<file path="config.mk">
export PLATFORM = sky130hd
export DESIGN_NAME = ifu_fetch
export DESIGN_NICKNAME = d
export VERILOG_FILES = /design/src/rtl/ifu_fetch.sv
export SDC_FILE = /design/constraint.sdc
export NUM_CORES = 1
export LEC_CHECK = 0
export ABC_AREA = 0
export BUFFER_PORTS_ARGS = -buffer_cell sky130_fd_sc_hd__buf_2
export CAP_MARGIN = 15
export CORE_ASPECT_RATIO = 1.2
export CORE_MARGIN = 2
export CORE_UTILIZATION = 50
export DETAILED_ROUTE_END_ITERATION = 10
export GPL_ROUTABILITY_DRIVEN = 0
export PLACE_DENSITY = 0.78
export SYNTH_ARGS = -nofsm -noshare
export SYNTH_HDL_FRONTEND = slang
export SYNTH_SLANG_ARGS = --single-unit
export TNS_END_PERCENT = 50
</file>
<file path="constraint.sdc">
create_clock -name clk -period 3.9 [get_ports clk]
set_clock_uncertainty 0.2 [all_clocks]
set_input_delay 0.195 -clock clk [delete_from_list [all_inputs] [get_ports clk]]
set_output_delay 0.195 -clock clk [all_outputs]
set_load 0.03 [all_outputs]
</file>
<file path="src/rtl/ifu_fetch.sv">
// ifu_fetch: instruction fetch unit for the npc core.
// Owns the architectural PC and issues one 32-bit fetch at a time over a
// valid/ready request channel. Each instruction goes to the decoder through a
// valid/ready handshake. Redirects from execute re-steer the PC, and any
// response that is still in flight is dropped.
module ifu_fetch #(
    parameter int                    ADDR_WIDTH = 64,
    parameter logic [ADDR_WIDTH-1:0] RESET_PC   = ADDR_WIDTH'(64'h8000_0000)
) (
    input  logic                  clk,
    input  logic                  rst,
    // instruction memory request / response
    output logic                  imem_req_valid,
    input  logic                  imem_req_ready,
    output logic [ADDR_WIDTH-1:0] imem_req_addr,
    input  logic                  imem_resp_valid,
    input  logic [31:0]           imem_resp_data,
    // decoder handshake
    output logic                  inst_valid,
    input  logic                  inst_ready,
    output logic [31:0]           inst,
    output logic [ADDR_WIDTH-1:0] inst_pc,
    // control-flow redirect from execute
    input  logic                  redirect_valid,
    input  logic [ADDR_WIDTH-1:0] redirect_pc,
    // status
    output logic                  fetch_fault,
    output logic [63:0]           fetch_count
);

    typedef enum logic [1:0] {
        S_REQ   = 2'd0,  // request presented at pc
        S_WAIT  = 2'd1,  // request accepted, waiting for the response
        S_HOLD  = 2'd2,  // instruction offered to the decoder
        S_FAULT = 2'd3   // misaligned redirect seen, stopped until reset
    } state_e;

    state_e                state_q, state_d;
    logic [ADDR_WIDTH-1:0] pc_q, pc_d;
    logic                  drop_q, drop_d;
    logic [31:0]           inst_q, inst_d;
    logic [ADDR_WIDTH-1:0] inst_pc_q, inst_pc_d;
    logic [63:0]           fetch_count_q, fetch_count_d;

    logic redirect_ok;
    logic redirect_bad;

    assign redirect_ok  = redirect_valid && (redirect_pc[1:0] == 2'b00);
    assign redirect_bad = redirect_valid && (redirect_pc[1:0] != 2'b00);

    // State and datapath registers, with synchronous reset.
    // NOTE: sequential state uses non-blocking assignments only, so every flop samples pre-edge values.
    always_ff @(posedge clk) begin
        if (rst) begin
            state_q       <= S_REQ;
            pc_q          <= RESET_PC;
            drop_q        <= 1'b0;
            inst_q        <= 32'd0;
            inst_pc_q     <= RESET_PC;
            fetch_count_q <= 64'd0;
        end else begin
            state_q       <= state_d;
            pc_q          <= pc_d;
            drop_q        <= drop_d;
            inst_q        <= inst_d;
            inst_pc_q     <= inst_pc_d;
            fetch_count_q <= fetch_count_d;
        end
    end

    // Next-state, PC, drop flag, held instruction and handshake counter.
    always_comb begin
        // NOTE: every signal gets a hold default first, so no path leaves a latch behind.
        state_d       = state_q;
        pc_d          = pc_q;
        drop_d        = drop_q;
        inst_d        = inst_q;
        inst_pc_d     = inst_pc_q;
        fetch_count_d = fetch_count_q;

        unique case (state_q)
            S_REQ: begin
                if (redirect_bad) begin
                    state_d = S_FAULT;
                end else begin
                    if (redirect_ok) begin
                        pc_d = redirect_pc;
                    end
                    if (imem_req_ready) begin
                        state_d = S_WAIT;
                        // The accepted request used the old pc, so its response is stale.
                        drop_d  = redirect_ok;
                    end
                end
            end

            S_WAIT: begin
                if (redirect_bad) begin
                    state_d = S_FAULT;
                end else if (redirect_ok) begin
                    pc_d = redirect_pc;
                    if (imem_resp_valid) begin
                        drop_d  = 1'b0;
                        state_d = S_REQ;
                    end else begin
                        drop_d  = 1'b1;
                    end
                end else if (imem_resp_valid) begin
                    if (drop_q) begin
                        drop_d  = 1'b0;
                        state_d = S_REQ;
                    end else begin
                        inst_d    = imem_resp_data;
                        inst_pc_d = pc_q;
                        state_d   = S_HOLD;
                    end
                end
            end

            S_HOLD: begin
                // A decoder handshake in this cycle counts even if a redirect squashes the stream.
                if (inst_ready) begin
                    fetch_count_d = fetch_count_q + 64'd1;
                end
                if (redirect_bad) begin
                    state_d = S_FAULT;
                end else if (redirect_ok) begin
                    pc_d    = redirect_pc;
                    state_d = S_REQ;
                end else if (inst_ready) begin
                    pc_d    = pc_q + ADDR_WIDTH'(4);
                    state_d = S_REQ;
                end
            end

            S_FAULT: begin
                state_d = S_FAULT;
            end

            default: begin
                state_d = S_REQ;
            end
        endcase
    end

    // Outputs are decoded from registers only; rst forces the idle values.
    always_comb begin
        imem_req_valid = !rst && (state_q == S_REQ);
        imem_req_addr  = pc_q;
        inst_valid     = !rst && (state_q == S_HOLD);
        inst           = rst ? 32'd0 : inst_q;
        inst_pc        = rst ? RESET_PC : inst_pc_q;
        fetch_fault    = !rst && (state_q == S_FAULT);
        fetch_count    = fetch_count_q;
    end

endmodule

</file>
# After elaboration in Yosys (flattened, before gate mapping)
# Cells that the tools add are included.
totals:
  output_inout_bits: 227
  inputBits: 102
  word_cells: 68
  ff_bits: 227
classes:
  n_reduce_logical: 17
  n_addsub: 2
  bitwise_logic: 3
  n_eq_ne: 14
  mux: 26
ops:
  columns: ["op", "n"]
  rows:
  - ["two-way mux 64 bit", 6]
  - ["one-hot mux 64 bit (2 select lines)", 1]
  - ["adder 64 x 1 -> 64 bit, second input constant", 1]
  - ["adder 64 x 3 -> 64 bit, second input constant", 1]
  - ["two-way mux 32 bit", 1]
  - ["two-way mux 2 bit", 10]
  - ["AND reduction 5 bit", 3]
  - ["inequality test 3 bit, second input constant", 4]
  - ["inequality test 2 bit, second input constant", 5]
  - ["one-hot mux 2 bit (4 select lines)", 1]
  - ["two-way mux 1 bit", 6]
  - ["nonzero test 2 bit", 3]
  - ["logical AND 1 bit", 5]
  - ["equality test 2 bit, second input constant", 2]
  - ["zero test 2 bit", 2]
  - ["inequality test 4 bit, second input constant", 1]
  - ["NOT 1 bit", 3]
  - ["AND reduction 3 bit", 1]
  - ["equality test 2 x 1 -> 1 bit, second input constant", 1]
  - ["inequality test 2 x 1 -> 1 bit, second input constant", 1]
  - ["one-hot mux 1 bit (2 select lines)", 1]
  - ["AND reduction 2 bit", 1]
  - ["OR reduction 2 bit", 1]
  - ["zero test 1 bit", 1]

# Depth between registers and ports, before layout
# Gate-level depths: netlist of run 1.
logic_depth:
  word_depth: 5
  depth_mapped: 10
  depth_no_buf: 7

# Worst setup path after synthesis of run 1
# No wires, ideal clock.
synth_path:
  kind: "flip-flop to flip-flop"
  from: "register pc_q[19], in the netlist imem_req_addr[19]"
  to: "register pc_q[61], in the netlist imem_req_addr[61]"
  t_arrival_ps: 2756
  setup_slack_ps: 869
  stages_incl_launch_ff: 9
  period_less_slack_ps: 3031
  required_time_ps: 3626
  setup_ps: 74
  n_path_buf: 2
  path_cell_list: "dfxtp_1 > clkbuf_1 > nand3_1 > or4_4 > or3_1 > buf_6 > or3_4 > or4_1 > a31oi_1"
synth_via:
  elab_chain_cells: 5
synth_lines:
  columns: ["item", "line_no", "rtl"]
  rows:
  - ["start, declared", "39", "logic [ADDR_WIDTH-1:0] pc_q, pc_d;"]
  - ["start signal, assigned", "63", "pc_q <= pc_d;"]
  - ["adder 64 x 3 -> 64 bit", "131", "pc_d = pc_q + ADDR_WIDTH'(4);"]
  - ["two-way mux 64 bit", "130", "end else if (inst_ready) begin"]
  - ["two-way mux 64 bit", "127", "end else if (redirect_ok) begin"]
  - ["two-way mux 64 bit", "125", "if (redirect_bad) begin"]
  - ["one-hot mux 64 bit (2 select lines)", "81", "unique case (state_q)"]
# No other way between the ends. The select of a mux whose other input is x is not followed.
# A chain may end at the register's enable or synchronous reset.

# Worst setup path in the final report of run 1
layout_path:
  from: "input port redirect_valid"
  to: "register pc_q[51], in the netlist imem_req_addr[51]"
layout_via:
  elab_chain_cells: 4
  word_cells_on_any_way: 10
  cone_classes: "4 x eq/ne; 3 x mux; 3 x reduce/logical"
layout_lines:
  columns: ["item", "line_no", "rtl"]
  rows:
  - ["start, declared", "24", "input logic redirect_valid,"]
  - ["logical AND 1 bit", "48", "assign redirect_ok = redirect_valid && (redirect_pc[1:0] == 2'b00);"]
  - ["two-way mux 64 bit", "127", null]
  - ["two-way mux 64 bit", "125", null]
  - ["one-hot mux 64 bit (2 select lines)", "81", null]
# Several ways; a longest one is shown, not always the timed one. The select of a mux whose other input is x is not followed.

==> metrics.md, run 1 <==
| Metric | Value |
|---|---|
| CP max FO | 28 |
| I/O Buffers | 328 |
| Sequential fraction of the synthesis area | 40.7% |
| Routed len/inst | 17.3 um |
| Top-count cell post-synth | nand2_1 |
| Vias in the first global route | 11800 |
| Setup WS post-layout | 0.335 ns |
| Routed vias | 12500 |
| Largest family of logic cells by synthesized area | simple AND/OR/NAND/NOR gates |
| Post-cts hold buffer count | 128 |
| GRT Util Overall | 30.2% |
| Final TNS setup | 0 ns |
| CTS tree | built |
| Root Driver | clkbuf_16 |
| Reg2reg setup slack | 0.35 ns |
| Capture point of the worst path | imem_req_addr[51] |
| Design area | 14900 sq um |
| Yosys cell types | 65 |
| I/O pin count | 329 |
| First-pass GRT wire length | 59.3 mm |
| Most instantiated cells after synthesis | nand2_1, dfxtp_1, a21oi_1, clkbuf_1, nor2b_1 |
| Pre-CTS WS | 0.889 ns |
| Clock buffer depth | 3 |
| Crit path time final | 3.57 ns |
| Worst r2r path cells | 8 |
| Max-cap violations | 0 |
| Hold Fails Final Rpt | 0 |
| Multiplexer area fraction after synthesis | 0.179% |
| GRT overflow | 0 |
| Cell area power density | 366 nW/um^2 |
| Worst min-delay path class | in2reg |
| Initial antenna violation count | 1 |
| Number of synthesized register bits | 227 |
| Worst rel slew slack | 26.5% |
| Final period util | 91.4% |
| Final net count | 1968 |
| Worst skew pair latency | 0.51 ns |
| Filler Cell Count | 1710 |
| Max Freq | 280 MHz |
| Worst setup SP type | input pin |
| P&R area growth vs syn | 33.9% |
| Post-Synth XOR/XNOR Area | 4.40% |
| DRT iter0 DRCs | 1002 |
| Drt first pass iters | 8 |
| Ys async rst share | 0% |
| Yosys top cell area share | 40.7% |
| Placed insts | 1984 |
| Final setup fails | 0 |
| Largest net degree at the start of global routing | 97 |
| Largest stage delay, worst path | 0.58 ns |
| RR Startpoint | imem_req_addr[2] |
| VDD IR-drop max | 0.000325 V |
| Post-synth EDFFs | 0 |
| Synth Area in Simple Gates | 33.6% |
| Outcome | finished clean |
| Setup repair bufs after CTS | 0 |
| Leak | 6.04 nW |
| Synth area leaders | dfxtp_1, nand2_1, a21oi_1, nor2b_1, clkbuf_1 |
| Worst EP arrival | 3.76 ns |
| Drt drc | 0 |
| RSZ-0062 raised after global routing | false |
| Hold Crit Depth | 5 |
| Post-DP Area | 12900 sq um |
| Row cnt | 59 |
| Die width | 140 um |
| Post-synthesis adder-cell area fraction | 0.224% |
| Multi-input gate area | 6150 sq um |
| Synthesized instance count | 1479 |
| Core Area | 21800 sq um |
| Kind of critical path | in2reg |
| Post-CTS Resized | 0 |
| Worst setup EP type | flop |
| Synth area leader | dfxtp_1 |
| Total clock sinks | 227 |
| CTS clk-pin slew, worst paths | 0.06 ns |
| Die area | 23500 sq um |
| Fin cells | 2155 |
| Yosys warnings | 0 |
| DPL Wire Length | 23.6 mm |
| Critical Path Slowest Stage Cell | dlygate4sd3_1 |
| Average cell area after synthesis | 7.54 sq um |
| Initial core utilization | 51.2% |
| Total power | 5.47 mW |
| Total CTS buffers | 24 |
| Chip Height | 168 um |
| Register Area | 4540 sq um |
| Mapped Nets | 1583 |
| Critical path origin | redirect_valid |
| Worst-Margin Slew | 1.10 ns |
| Layout cells sized above 1 | 21.2% |
| # H-tree levels | 1 |
| Overall routed net length | 37.3 mm |
| Critical path required time | 4.09 ns |
| Vias per cell | 5.80 |
| R2R Path End | imem_req_addr[58] |
| Mapped cell area | 11200 sq um |
| Main synth FF type | dfxtp_1 |
| Post-route ant nets | 0 |
| Compound-Gate Fraction of Synth Area | 16.4% |
| Final slew viol count | 0 |
| Crit-path cells | dlygate4sd3_1 -> buf_2 -> or3b_2 -> nand2b_2 -> buf_4 -> buf_4 -> a31oi_1 -> o31ai_1 -> a21oi_1 -> dlygate4sd3_1 |
-- power by group --
part | switching (mW) | total, mW | internal, mW
sequential | 0.0986 | 2.48 | 2.38
combinational | 0.407 | 0.671 | 0.265
clock | 0.927 | 2.33 | 1.40
-- worst min-delay path by stage --
| stage | startpoint | to | slack, ns |
|---|---|---|---|
| floorplan | imem_resp_data[0] | inst_q[0] | 0.13 |
| global placement | imem_resp_data[15] | inst_q[15] | 0.24 |
| detailed placement | imem_resp_data[11] | inst_q[11] | 0.24 |
| CTS | redirect_pc[1] | drop_q | 0.08 |
| global route | redirect_pc[1] | drop_q | 0.14 |
| finish | redirect_pc[1] | drop_q | 0.11 |
-- area by class of cell --
class	count	share of cell area [%]
Inverter	17	0.427
Tap cell	274	2.29
Clock inverter	5	0.519
Timing Repair Buffer	470	20.3
Multi-Input combinational cell	1124	41.2
Antenna cell	1	0.0167
Clock buffer	37	4.82
Sequential cell	227	30.4
-- worst max-delay path: cells and delay by family --
kind / cells / cell delay, ns
AOI/OAI and AO/OA: 3 / 0.44
and+or+nand+nor: 2 / 1.03
buffers and inverters: 5 / 2.07
-- through the flow --
stage,util (%),hold WS (ns)
2_1_floorplan,-,0.131
3_3_place_gp,59.0,0.235
3_5_place_dp,59.0,0.241
4_1_cts,68.6,0.0774
5_1_grt,68.6,0.144
6_report,68.6,0.105
-- flip-flops by register name (all words and copies together) (netlist names) --
name	cells
drop_q	1
fetch_count	64
imem_req_addr	64
inst_pc_q	64
inst_q	32
state_q	2
-- cell usage in the layout, fill, tap and decap left out, types with 7 or more instances in the layout --
cell and count:
nand3_1 71, clkbuf_1 7, nor3_1 27, buf_4 14
o31ai_1 10, a21oi_1 146, a21o_1 9, and2_1 8
or3_1 16, a211oi_1 10, a31oi_1 21, nand2_1 302
nand4_1 37, o21ai_0 47, or4_1 8, nor2b_1 95
buf_2 327, a22oi_1 10, nor4_1 27, inv_1 17
dlygate4sd3_1 128, xor2_1 20, dfxtp_1 227, and4_1 14
xnor2_1 36, clkbuf_16 25, and3_1 22, nor2_1 94
-- per-layer routing --
layer	GRT usage (%)	wire [um]
met1	36.7	14300
met2	51.3	17700
met3	5.23	3110
met4	15.8	2090
met5	0	0
-- logic make-up (layout without fill, tap and decap cells) --
| group | count (synthesis) | after routing |
|---|---|---|
| adder cells (fa/ha/maj) | 2 | 2 |
| other | 0 | 1 |
| buffers and inverters | 128 | 529 |
| flip-flops | 227 | 227 |
| AO/OA/AOI/OAI | 305 | 305 |
| XOR/XNOR | 56 | 56 |
| multiplexers | 2 | 2 |
| AND/OR/NAND/NOR | 759 | 759 |
No activity file was read; power rests on OpenSTA's default activity.
==> inputs of run 2 (changes only) <==
--- a/config.mk
+++ b/config.mk
@@ -8,3 +8,2 @@
 export ABC_AREA = 0
-export BUFFER_PORTS_ARGS = -buffer_cell sky130_fd_sc_hd__buf_2
 export CAP_MARGIN = 15
@@ -14,4 +13,4 @@
 export DETAILED_ROUTE_END_ITERATION = 10
+export DONT_BUFFER_PORTS = 1
 export GPL_ROUTABILITY_DRIVEN = 0
-export PLACE_DENSITY = 0.78
 export SYNTH_ARGS = -nofsm -noshare
==> constraint.sdc (replaced) <==
create_clock -name clk -period 3.8 [get_ports clk]
set_clock_uncertainty 0.2 [all_clocks]
set_input_delay 0.19 -clock clk [delete_from_list [all_inputs] [get_ports clk]]
set_output_delay 0.19 -clock clk [all_outputs]
set_load 0.1 [all_outputs]
==> run 2 against run 1 <==
The run now ends with hold timing left. Die area stayed put. Core utilization is 1.8 points lower. Sequential share of layout area is 0.81 points higher. Clock-buffer cell count is 1 higher. Via count is 9.4% lower. Register-to-register slack worse by 0.17 ns. Wire length is 3.1% lower. Largest power group is now the clock network. Non-clock buffer count is 206 lower. Sequential power hardly changed. Combinational power is 45% higher. Flip-flop and latch count stayed put. Hold slack worse by 0.12 ns.
==> metrics.md, run 2 (synthesized netlist as in run 1, its figures left out) <==
| Metric | Value |
|---|---|
| Commonest non-fill, non-tap cell in the layout | nand2_1 |
| Root Driver | clkbuf_16 |
| Filler Cell Count | 1886 |
| P&R area growth vs syn | 30.5% |
| Largest stage delay, worst path | 0.57 ns |
| Final net count | 1763 |
| Worst setup EP type | flop |
| Hold_ws | -0.0171 ns |
| Routed len/inst | 18.5 um |
| Crit-path leading delay family | simple AND/OR/NAND/NOR gates |
| Worst rel slew slack | 22.2% |
| Commonest cells after routing, fill and taps aside | nand2_1, dfxtp_1, a21oi_1 |
| Leak | 5.12 nW |
| Hold Fails Final Rpt | 1 |
| Layout cells sized above 1 | 17.9% |
| GRT Util Overall | 29.6% |
| WL met1 | 14.9 mm |
| Final setup fails | 0 |
| Final slew viol count | 0 |
| Routed vias | 11300 |
| Worst setup SP type | flop |
| Overall routed net length | 36.1 mm |
| Setup repair bufs after CTS | 0 |
| Drt first pass iters | 5 |
| Worst skew pair latency | 0.51 ns |
| Drt drc | 0 |
| Chip Height | 168 um |
| Vias in the first global route | 10900 |
| RSZ-0062 raised after global routing | false |
| Largest net degree at the start of global routing | 197 |
| Worst EP arrival | 3.88 ns |
| Vias per cell | 5.81 |
| Failing checks | hold timing |
| Max Freq | 276 MHz |
| Core Area | 21800 sq um |
| Crit-path cells | buf_4 -> and3_1 -> nand4_1 -> nor4_4 -> nand3_1 -> or4_1 -> a41oi_1 -> dlygate4sd3_1 |
| Post-route ant nets | 0 |
| Critical path required time | 4.06 ns |
| Clock buffer depth | 3 |
| Worst min-delay path class | in2reg |
| Crit path time final | 3.62 ns |
| VDD IR-drop max | 0.000492 V |
| DPL Wire Length | 23.1 mm |
| Initial core utilization | 51.2% |
| I/O pin count | 329 |
| Final TNS setup | 0 ns |
| Max layer used | met4 |
| CTS tree | built |
| CP bufs+invs | 2 |
| Critical Path Slowest Stage Cell | dlygate4sd3_1 |
| Row cnt | 59 |
| DRT iter0 DRCs | 894 |
| Die area | 23500 sq um |
| Max-cap violations | 0 |
| CTS clk-pin slew, worst paths | 0.06 ns |
| I/O Buffers | 0 |
| Finished Core Util | 66.8% |
| Worst-Margin Slew | 1.17 ns |
| Outcome | finished with violations |
| Kind of critical path | reg2reg |
| Total clock sinks | 227 |
| CP max FO | 10 |
| Die width | 140 um |
| First-pass GRT wire length | 58.2 mm |
| Initial antenna violation count | 0 |
| Reg2reg setup slack | 0.18 ns |
| # H-tree levels | 1 |
| Routed met2 length | 17.2 mm |
| Total CTS buffers | 25 |
| GRT overflow | 0 |
| Wire length on met3 | 3.28 mm |
| Final period util | 95.4% |
| Cell area power density | 412 nW/um^2 |
## run 2: changes by cell type in the layout (fill, tap and decap cells not counted), sizes merged
cell / delta
dlygate4sd3: -6
buf: -200
clkinv: -1
clkinvlp: -1
bufinv: +1
clkbuf: +1
## run 2: cell type report
cell class | count | area (sq um) | share of cell area (%)
clock inverters | 4 | 95.1 | 0.653
repair buffers | 264 | 2340 | 16.1
well taps | 274 | 343 | 2.36
multi-input cells | 1124 | 6400 | 44.0
inverters | 17 | 63.8 | 0.438
flip-flops and latches | 227 | 4540 | 31.2
diodes | 1 | 2.50 | 0.0172
clock buffers | 38 | 764 | 5.25
## run 2: path summary, 6_finish.rpt
path / start / end / depth (start not counted)
min: rst / inst_pc_q[35] / 2
max: imem_req_addr[19] / imem_req_addr[44] / 8
max reg2reg: imem_req_addr[19] / imem_req_addr[44] / 8
min reg2reg: inst_pc_q[11] / inst_pc_q[11] / 2
## run 2: power by group
group	total, mW	leakage [nW]	internal [mW]	switching [mW]
Combinational	0.976	2.86	0.251	0.725
Sequential	2.48	1.84	2.44	0.0413
Clock	2.53	0.424	1.57	0.959
## run 2: metrics by stage
stage	area, sq um	worst slack, ns	hold WS (ns)	std cells	power [mW]
final	14600	0.176	-0.0171	1949	5.99
after global routing	14600	0.0647	0.00314	1948	6.19
after CTS	14600	0.252	0.0356	1948	6.02
after detailed placement	12400	0.738	0.0814	1783	3.37
after global placement	12400	0.825	0.0825	1783	3.36
after floorplan	11200	0.264	0.126	1479	3.23
## run 2: metal layers
layer / track usage, % / vias up
met4: 7.69 / 0
met5: 0 / -
met2: 49.5 / 461
met3: 7.41 / 57
met1: 38.1 / 5297
li1: - / 5512
## run 2: timing repair
item | CTS | global route
endpoints found under the hold margin | 227 | 0
gates resized for setup | 0 | 0
hold buffers | 123 | 0
## run 2: worst register-to-register path, stage by stage (launching register included)
cell and delay [ns]:
dfxtp_1 0.33, buf_4 0.34, and3_1 0.31, nand4_1 0.31, nor4_4 0.48, nand3_1 0.35
or4_1 0.50, a41oi_1 0.19, dlygate4sd3_1 0.57
==> inputs of run 3 (changes only) <==
ABC_AREA = 1   (was 0)
SLEW_MARGIN = 10   (was unset)
==> run 3 against run 2 <==
The flow now finishes without violations. First-iteration DRC count rose by 16%. Non-clock buffer count fell by 20. Total power rose by 27%. Die area rose by 14%. Hold slack improved by 0.071 ns. Final cell count rose by 37%. Area after synthesis rose by 14%. Flip-flop and latch count did not move. Combinational power rose by 120%. Critical endpoint is now imem_req_addr[33]. Largest cell class unchanged. Largest power group unchanged.
==> metrics.md, run 3 <==
| Metric | Value |
|---|---|
| Finished Core Util | 64.0% |
| Max Freq | 326 MHz |
| Final net count | 2432 |
| Worst setup EP type | flop |
| I/O pin count | 329 |
| Vias per cell | 5.42 |
| Total CTS buffers | 25 |
| Worst rel slew slack | 22.9% |
| Critical path required time | 4.00 ns |
| Commonest cells after routing, fill and taps aside | nand2_1, nor2_1, inv_1 |
| Reg2reg setup slack | 0.73 ns |
| VDD IR-drop max | 0.000374 V |
| RSZ-0062 raised after global routing | false |
| I/O Buffers | 0 |
| Kind of critical path | reg2reg |
| Pre-CTS WS | 0.859 ns |
| Final period util | 80.7% |
| Initial core utilization | 50.5% |
| Synthesized instance count | 2140 |
| Main synth FF type | dfxtp_1 |
| Clock buffer depth | 3 |
| Total internal power | 4.72 mW |
| Layout cells sized above 1 | 12.8% |
| Yosys cell types | 33 |
| Total clock sinks | 227 |
| Placed insts | 2521 |
| GRT met3 Usage | 6.82% |
| GRT Max-Usage Layer | met2 |
| Worst skew pair latency | 0.54 ns |
| Post-route ant nets | 0 |
| GRT overflow | 0 |
| Average cell area after synthesis | 5.97 sq um |
| Worst setup SP type | flop |
| Setup WS post-layout | 0.732 ns |
| M2 GR Usage | 60.8% |
| Net Sw Frac | 37.9% |
| DRT iter0 DRCs | 1039 |
| Largest net degree at the start of global routing | 106 |
| Cell area power density | 469 nW/um^2 |
| Row cnt | 64 |
| CTS tree | built |
| GRT Util Overall | 33.9% |
| Top-count cell post-synth | nand2_1 |
| Switching power total | 2.88 mW |
| Final slew viol count | 0 |
| Die area | 26800 sq um |
| Vias in the first global route | 13300 |
| CTS clk-pin slew, worst paths | 0.06 ns |
| Post-synth EDFFs | 0 |
| Drt drc | 0 |
| Overall routed net length | 47.5 mm |
| Multi-input gate area | 7180 sq um |
| Drt first pass iters | 6 |
| Crit path time final | 3.07 ns |
| Sequential fraction of the synthesis area | 35.6% |
| Yosys top cell area share | 35.6% |
| Worst min-delay path class | in2reg |
| Synth area leaders | dfxtp_1, nand2_1, nor2_1, inv_1, a21oi_1 |
| Post-CTS Resized | 0 |
| Power share of the sequential group | 34.9% |
| Power share of the clock group | 36.3% |
| Mapped Nets | 2244 |
| Leak | 6.13 nW |
| Worst EP arrival | 3.27 ns |
| Hold Fails Final Rpt | 0 |
| Final TNS setup | 0 ns |
| DPL Wire Length | 34.4 mm |
| P&R area growth vs syn | 26.8% |
| Max-cap violations | 0 |
| Yosys warnings | 0 |
| Met1 usage | 37.6% |
| Outcome | finished clean |
| Routed len/inst | 17.7 um |
| Final setup fails | 0 |
| Core Area | 25300 sq um |
| Synth area leader | dfxtp_1 |
| Mapped cell area | 12800 sq um |
| Chip Height | 179 um |
| Initial antenna violation count | 0 |
| Most instantiated cells after synthesis | nand2_1, nor2_1, inv_1, dfxtp_1, a21oi_1 |
| # H-tree levels | 1 |
| Ys async rst share | 0% |
| Fin cells | 2676 |
| Commonest non-fill, non-tap cell in the layout | nand2_1 |
| CP max FO | 10 |
| Routed vias | 14500 |
| Number of synthesized register bits | 227 |
| Design area | 16200 sq um |
| Die width | 150 um |
| Register Area | 4540 sq um |
| First-pass GRT wire length | 71.8 mm |
| Post-DP Area | 14100 sq um |
| Root Driver | clkbuf_16 |
| Worst-Margin Slew | 1.15 ns |
| Filler Cell Count | 2429 |
| Comb power frac | 28.8% |
-- run 3: cell types whose count changed after synthesis, moves of 35 or more --
cell and change:
nand2_1 +210, nor2b_1 -96, o21ai_0 +114, a21oi_1 +39, nand3_1 +35, inv_1 +238, nor2_1 +378
-- run 3: routing by layer --
layer  routed length, um  up-vias
met4                2720        0
li1                    -     7125
met5                   0        -
met1               17600     6637
met2               23500      586
met3                3700      151
-- run 3: critical path, cell delays in order (launching register included) --
cell     delay, ns
dfxtp_1       0.34
buf_4         0.36
inv_1         0.20
nor2_2        0.48
nand2_1       0.31
nor2_1        0.55
nand2_1       0.14
xor2_1        0.15
nand2_1       0.06
nand2_1       0.09
a21oi_1       0.06
-- run 3: logic make-up after synthesis --
| family | after synthesis | synth area share [%] |
|---|---|---|
| AND/OR/NAND/NOR | 1177 | 37.5 |
| AO/OA/AOI/OAI | 359 | 14.3 |
| buffers and inverters | 342 | 10.2 |
| XOR/XNOR | 33 | 2.26 |
| flip-flops | 227 | 35.6 |
| adder cells (fa/ha/maj) | 2 | 0.196 |
-- run 3: repair_timing --
| item | in CTS | in global routing |
|---|---|---|
| hold endpoints to repair | 141 | 0 |
| hold buffers | 110 | 0 |
| setup buffers | 0 | 0 |
-- run 3: area by class of cell --
type / instances / area share, %
Sequential cell: 227 / 28.1
Multi-Input combinational cell: 1571 / 44.3
Timing Repair Buffer: 244 / 13.2
Clock inverter: 10 / 1.17
Clock buffer: 34 / 4.63
Tap cell: 330 / 2.55
Antenna cell: 1 / 0.0155
Inverter: 259 / 6.02
-- run 3: through the flow --
step	hold slack (ns)	power, mW
2_1_floorplan	0.151	4.33
3_3_place_gp	0.0817	4.72
3_5_place_dp	0.0911	4.73
4_1_cts	0.0409	7.60
5_1_grt	0.0957	7.86
6_report	0.0534	7.59
-- run 3: path summary, 6_finish.rpt --
path	start	end	cells after the start
max reg2reg	imem_req_addr[2]	imem_req_addr[33]	10
max	imem_req_addr[2]	imem_req_addr[33]	10
min reg2reg	inst_q[7]	inst_q[7]	2
min	redirect_valid	inst_pc_q[62]	3
-- run 3: power by group through the flow --
stage	sequential [mW]	combinational (mW)	clock, mW
floorplan	3.41	0.925	0
CTS	2.64	2.17	2.79
finish	2.65	2.19	2.76
global placement	2.69	2.03	0
detailed placement	2.70	2.04	0
global route	2.66	2.31	2.89
